File: config.mk
export PLATFORM = sky130hd
export DESIGN_NAME = debug_report_tx
export DESIGN_NICKNAME = d
export VERILOG_FILES = /design/src/rtl/debug_report_tx.sv
export SDC_FILE = /design/constraint.sdc
export NUM_CORES = 1
export LEC_CHECK = 0
export CORE_ASPECT_RATIO = 0.75
export CORE_UTILIZATION = 48
export DETAILED_ROUTE_END_ITERATION = 6
export PLACE_DENSITY = 0.91
export SYNTH_ARGS = -nofsm -noshare
export SYNTH_HDL_FRONTEND = slang
export SYNTH_SLANG_ARGS = --single-unit
File: constraint.sdc
create_clock -name i_clk -period 4.3 [get_ports i_clk]
set_input_delay 0.43 -clock i_clk [delete_from_list [all_inputs] [get_ports i_clk]]
set_output_delay 0.43 -clock i_clk [all_outputs]
set_load 0.05 [all_outputs]
File: src/rtl/debug_report_tx.sv
// Streams a debug report (PC, cycle count, register file, data memory) to a UART
// transmitter one byte at a time, least-significant byte of each word first.
module debug_report_tx #(
  parameter int unsigned BITS_SIZE     = 32,
  parameter int unsigned SIZE_TRAMA    = 8,
  parameter int unsigned NUM_REGS      = 32,
  parameter int unsigned SIZE_MEM_DATA = 16
) (
  input  logic                        i_clk,
  input  logic                        i_reset,
  input  logic                        i_start,
  input  logic [BITS_SIZE-1:0]        i_mips_pc,
  input  logic [BITS_SIZE-1:0]        i_clk_wiz_count,
  input  logic [BITS_SIZE-1:0]        i_data_reg_file,
  input  logic [BITS_SIZE-1:0]        i_data_mem,
  input  logic                        i_uart_tx_done,
  output logic [$clog2(NUM_REGS)-1:0] o_select_register_dir,
  output logic [BITS_SIZE-1:0]        o_select_mem_dir,
  output logic [SIZE_TRAMA-1:0]       o_uart_tx_data,
  output logic                        o_flag_tx_ready,
  output logic                        o_busy,
  output logic                        o_done
);

  localparam int unsigned NUM_WORDS = 2 + NUM_REGS + SIZE_MEM_DATA;
  localparam int unsigned NUM_BYTES = BITS_SIZE / SIZE_TRAMA;
  localparam int unsigned MEM_BASE  = 2 + NUM_REGS;
  localparam int unsigned WORD_W    = $clog2(NUM_WORDS);
  localparam int unsigned BYTE_W    = (NUM_BYTES > 1) ? $clog2(NUM_BYTES) : 1;
  localparam int unsigned REG_W     = $clog2(NUM_REGS);

  typedef enum logic [2:0] {
    S_IDLE,
    S_LOAD,
    S_SEND,
    S_WAIT,
    S_DONE
  } state_t;

  state_t                r_state;
  state_t                w_state_next;
  logic                  r_start;
  logic [BITS_SIZE-1:0]  r_snap_pc;
  logic [BITS_SIZE-1:0]  r_snap_cyc;
  logic [WORD_W-1:0]     r_word;
  logic [WORD_W-1:0]     w_word_next;
  logic [BYTE_W-1:0]     r_byte;
  logic [BITS_SIZE-1:0]  r_shift;
  logic [BITS_SIZE-1:0]  w_word_data;
  logic                  w_last_byte;
  logic                  w_last_word;
  logic                  w_accept_start;
  logic                  w_sel_active;
  logic [REG_W-1:0]      w_sel_reg;
  logic [BITS_SIZE-1:0]  w_sel_mem;
  logic                  r_busy;
  logic                  r_tx_ready;
  logic                  r_done;
  logic [REG_W-1:0]      r_sel_reg;
  logic [BITS_SIZE-1:0]  r_sel_mem;

  // i_start is only honoured from a quiet IDLE; it arms r_start for one cycle.
  assign w_accept_start = (r_state == S_IDLE) && i_start && !r_start;

  // Next-state and word-index sequencing.
  always_comb begin
    w_state_next = r_state;
    w_word_next  = r_word;
    w_last_byte  = (r_byte == BYTE_W'(NUM_BYTES - 1));
    w_last_word  = (r_word == WORD_W'(NUM_WORDS - 1));
    case (r_state)
      S_IDLE: begin
        if (r_start) begin
          w_state_next = S_LOAD;
          w_word_next  = '0;
        end
      end
      S_LOAD: w_state_next = S_SEND;
      S_SEND: w_state_next = S_WAIT;
      S_WAIT: begin
        if (i_uart_tx_done) begin
          if (!w_last_byte) begin
            w_state_next = S_SEND;
          end else if (!w_last_word) begin
            w_state_next = S_LOAD;
            w_word_next  = r_word + WORD_W'(1);
          end else begin
            w_state_next = S_DONE;
          end
        end
      end
      S_DONE:  w_state_next = S_IDLE;
      default: w_state_next = S_IDLE;
    endcase
  end

  // Source word for the current index; read data is valid while in LOAD.
  always_comb begin
    w_word_data = i_data_mem;
    if (r_word == '0) begin
      w_word_data = r_snap_pc;
    end else if (r_word == WORD_W'(1)) begin
      w_word_data = r_snap_cyc;
    end else if (r_word < WORD_W'(MEM_BASE)) begin
      w_word_data = i_data_reg_file;
    end
  end

  // Read selects follow the upcoming word index and idle at zero outside a report.
  always_comb begin
    w_sel_active = (w_state_next == S_LOAD) || (w_state_next == S_SEND) ||
                   (w_state_next == S_WAIT);
    w_sel_reg    = '0;
    w_sel_mem    = '0;
    if (w_sel_active && (w_word_next >= WORD_W'(2)) && (w_word_next < WORD_W'(MEM_BASE))) begin
      w_sel_reg = REG_W'(w_word_next - WORD_W'(2));
    end
    if (w_sel_active && (w_word_next >= WORD_W'(MEM_BASE))) begin
      w_sel_mem = BITS_SIZE'(w_word_next - WORD_W'(MEM_BASE));
    end
  end

  always_ff @(posedge i_clk or posedge i_reset) begin
    if (i_reset) begin
      r_state    <= S_IDLE;
      r_start    <= 1'b0;
      r_snap_pc  <= '0;
      r_snap_cyc <= '0;
      r_word     <= '0;
      r_byte     <= '0;
      r_shift    <= '0;
      r_busy     <= 1'b0;
      r_tx_ready <= 1'b0;
      r_done     <= 1'b0;
      r_sel_reg  <= '0;
      r_sel_mem  <= '0;
    end else begin
      r_state    <= w_state_next;
      r_word     <= w_word_next;
      r_start    <= w_accept_start;
      if (w_accept_start) begin
        r_snap_pc  <= i_mips_pc;
        r_snap_cyc <= i_clk_wiz_count;
      end
      if (r_state == S_LOAD) begin
        r_shift <= w_word_data;
        r_byte  <= '0;
      end else if ((r_state == S_WAIT) && i_uart_tx_done && !w_last_byte) begin
        r_shift <= r_shift >> SIZE_TRAMA;
        r_byte  <= r_byte + BYTE_W'(1);
      end
      r_busy     <= (w_state_next != S_IDLE);
      r_tx_ready <= (w_state_next == S_SEND);
      r_done     <= (w_state_next == S_DONE);
      r_sel_reg  <= w_sel_reg;
      r_sel_mem  <= w_sel_mem;
    end
  end

  assign o_uart_tx_data        = r_shift[SIZE_TRAMA-1:0];
  assign o_flag_tx_ready       = r_tx_ready;
  assign o_busy                = r_busy;
  assign o_done                = r_done;
  assign o_select_register_dir = r_sel_reg;
  assign o_select_mem_dir      = r_sel_mem;

endmodule
==> results by group <==
Status
  – Run status: completed

Yosys
  – Compound-gate portion of the synthesized area: 14.3%
  – Area fraction in and, or, nand and nor cells after synthesis: 19.2%
  – Largest family of logic cells by synthesized area: simple AND/OR/NAND/NOR gates
  – Share of Yosys cell area claimed by the top area cell type: 49.2%
  – Synthesized instance count: 708
  – Adder-cell share of the synthesized area: 1.20%
  – Post-synth EDFFs: 0
  – Synthesized Nets: 846
  – Synth Flop Type: dfrtp_1
  – Synth warnings: 0
  – Cell types with the highest counts after synthesis: 223 x nand2_1, 123 x dfrtp_1, 76 x a21oi_1
  – Avg Cell Area, Syn: 8.84 um^2
  – Count of unique library cells instantiated by Yosys: 50
  – Synth area leaders: dfrtp_1 49%, nand2_1 13%, a21oi_1 6.1%
  – Synthesis-stage register bit count: 123
  – Most frequent cell after synthesis: nand2_1
  – Share of the synthesized netlist area taken by xor and xnor gates: 0.140%
  – Top cell type by total area after synthesis: dfrtp_1
  – Share of synthesized area occupied by flip-flops and latches: 49.2%
  – Async set-or-reset flop fraction in the synthesized netlist: 100%
  – Fraction of synthesized area in multiplexers: 8.38%
  – Cell area after technology mapping: 6260 um^2

Detailed routing
  – DR DRC count: 0
  – Detail Route Antenna Nets: 0
  – Via density per instance: 5.40
  – Wirelength, routed: 16.4 mm
  – Wire per inst: 16.1 um
  – TritonRoute pass-1 iters: 5
  – Number of violations reported at the end of detailed-routing iteration 0: 347
  – Number of vias in the routed layout: 5470

Layout
  – Fin nets: 972
  – Fraction of the core area covered by cells at the end of the flow: 68.0%
  – P&R area growth vs syn: 35.5%
  – Fraction of layout cells with a size suffix above 1: 7.79%
  – Number of antenna repair diodes: 0

Power and ir drop
  – Ratio of total power to cell area: 639 nW/um^2
  – Static power due to leakage: 4.17 nW
  – Largest vdd supply drop: 384 uV

Floorplanning
  – Width of the die: 134 um
  – Die ar.: 13500 um^2
  – Starting utilization of the core area: 50.1%
  – I/O Pins: 180
  – Number of standard-cell rows in the floorplan: 35
  – Die height: 101 um
  – Core region area: 12500 um^2

Timing
  – Post-route clock skew: 0.00591 ns
  – Sum Neg Setup Slack: 0 ns
  – Slew headroom: 23.7%
  – Final count of hold timing violations: 0
  – Worst-margin pin slew: 1.14 ns
  – Pins Over Slew Limit: 0
  – Share of the cycle needed by the critical path after routing: 68.2%
  – Peak Freq: 0.341 GHz
  – Setup violation total in the final timing report: 0
  – Unrepaired setup endpoints after global routing: no
  – Minimum clock period after layout: 2.93 ns

Clocking
  – Root buf cell: clkbuf_16
  – Clock network latency to the later pin of the worst-skew pair: 0.41 ns
  – Number of cells upsized or downsized after cts: 0
  – Setup repair bufs after CTS: 0
  – CTS sink cnt: 123
  – Clock tree buffer depth: 2
  – Hold-fix buffer count after cts: 0
  – TritonCTS clock tree: yes
  – Number of buffers inserted during clock tree synthesis: 17
  – H-tree level count: 4
  – CTS clk-pin slew, worst paths: 0.05 ns

GRT
  – Total global-route track usage: 25.5%
  – Vias in the first global route: 5338
  – Pin count of the biggest net entering global routing: 79
  – Number of antenna violations at the first check in global routing: 0
  – Global-route wire length before repair: 26.4 mm
  – Remaining global-route overflow: 0

Setup path
  – CP max FO: 7
  – WP data arrival: 3.20 ns
  – Worst-case reg-to-reg path depth: 11
  – Startpoint type of the worst setup path: register
  – Endpoint kind of the worst setup timing path: register
  – Critical path type: register to register
  – Terminus of the critical flop-to-flop path: o_select_register_dir[3]
  – Worst reg-to-reg setup slack: 1.37 ns
  – Startpoint of the most critical register-to-register path: r_word[1]
  – Critical Path RT: 4.57 ns

Flow run
  – Count of max-cap constraint violations: 0

Placement
  – IO Port Bufs: 179
  – Placer congestion estimate: 0.937
  – Post-DP HPWL: 11.0 mm

Worst hold path
  – Class of the most critical hold timing path: input port to async pin
## placed cells by master, fill, tap and decap left out, drive strengths merged, types with 3 or more instances in the layout
| cell type | count |
|---|---|
| nor4 | 3 |
| clkdlybuf4s50 | 179 |
| dfrtp | 123 |
| nor3 | 6 |
| a31oi | 8 |
| nor2 | 37 |
| a21oi | 77 |
| clkbuf | 18 |
| nand3 | 3 |
| nand3b | 3 |
| nand2 | 223 |
| mux2i | 34 |
| o21ai | 13 |
| o22ai | 9 |
| ha | 6 |
| buf | 5 |
| o211ai | 8 |
| a21boi | 3 |
| nand4 | 3 |
| inv | 14 |
| mux2 | 16 |
| clkinvlp | 4 |
| clkinv | 5 |
| a211oi | 18 |
## sequential cells by signal, indices dropped and copies added, names as in the netlist
name,flops
r_shift,32
r_snap_cyc,32
r_snap_pc,32
o_select_mem_dir,7
r_word,6
o_select_register_dir,5
r_state,3
r_byte,2
o_busy,1
o_done,1
o_flag_tx_ready,1
r_start,1
## worst max path at each step
stage / startpoint / to / slack [ns] / cells after the start
floorplan: i_reset / o_busy / 0.60 / 1
global placement: i_uart_tx_done / o_select_register_dir[2] / 1.55 / 10
detailed placement: i_uart_tx_done / o_select_mem_dir[3] / 1.41 / 10
CTS: r_word[1] / o_select_register_dir[0] / 1.44 / 11
global route: r_word[4] / r_shift[6] / 1.17 / 6
finish: r_word[1] / o_select_register_dir[3] / 1.37 / 11
## critical path, cell delays in order, from the launching register on
cell and delay [ns]:
dfrtp_1 0.48, inv_1 0.12, ha_1 0.22, and4bb_2 0.26, a211oi_1 0.53, nand2_1 0.15
nand2_1 0.27, inv_1 0.08, ha_1 0.22, nand4_1 0.12, nand2b_1 0.23, a21oi_1 0.10
## cell families (layout without fill, tap and decap cells)
family / after synthesis / count (layout)
multiplexers: 50 / 50
AND/OR/NAND/NOR: 293 / 293
flip-flops: 123 / 123
adder cells (fa/ha/maj): 6 / 6
buffers and inverters: 88 / 227
AO/OA/AOI/OAI: 147 / 147
XOR/XNOR: 1 / 1
## power breakdown
part	switching (W)	internal (W)	leakage, nW
sequential	0.000286	0.00160	1.60
combinational	0.00134	0.000794	2.28
clock	0.000524	0.000869	0.279
## metal layers
metal | global-route usage, % | up-vias | routed length (um)
li1 | - | 2619 | -
met2 | 39.3 | 234 | 7330
met3 | 6.49 | 33 | 1230
met4 | 8.92 | 0 | 354
met5 | 0 | - | 0
met1 | 34.9 | 2584 | 7440
## cell type report
class | instances | area (um^2)
clock buffer | 18 | 439
clock inverter | 14 | 145
fill | 984 | 4000
inverter | 11 | 43.8
multi-input combinational | 497 | 2730
sequential | 123 | 3080
tap | 166 | 208
timing repair buffer | 184 | 1840
## metrics by stage
step	power, W	cell area (um^2)	worst slack (ns)	hold WS (ns)	std cells
2_1_floorplan	0.00341	6260	0.599	0.440	708
3_3_place_gp	0.00391	7900	1.55	0.452	981
3_5_place_dp	0.00400	7900	1.41	0.462	981
4_1_cts	0.00543	8480	1.44	0.460	1013
5_1_grt	0.00581	8480	1.17	0.492	1013
6_report	0.00542	8480	1.37	0.439	1013
(Power assumes the default switching activity.)
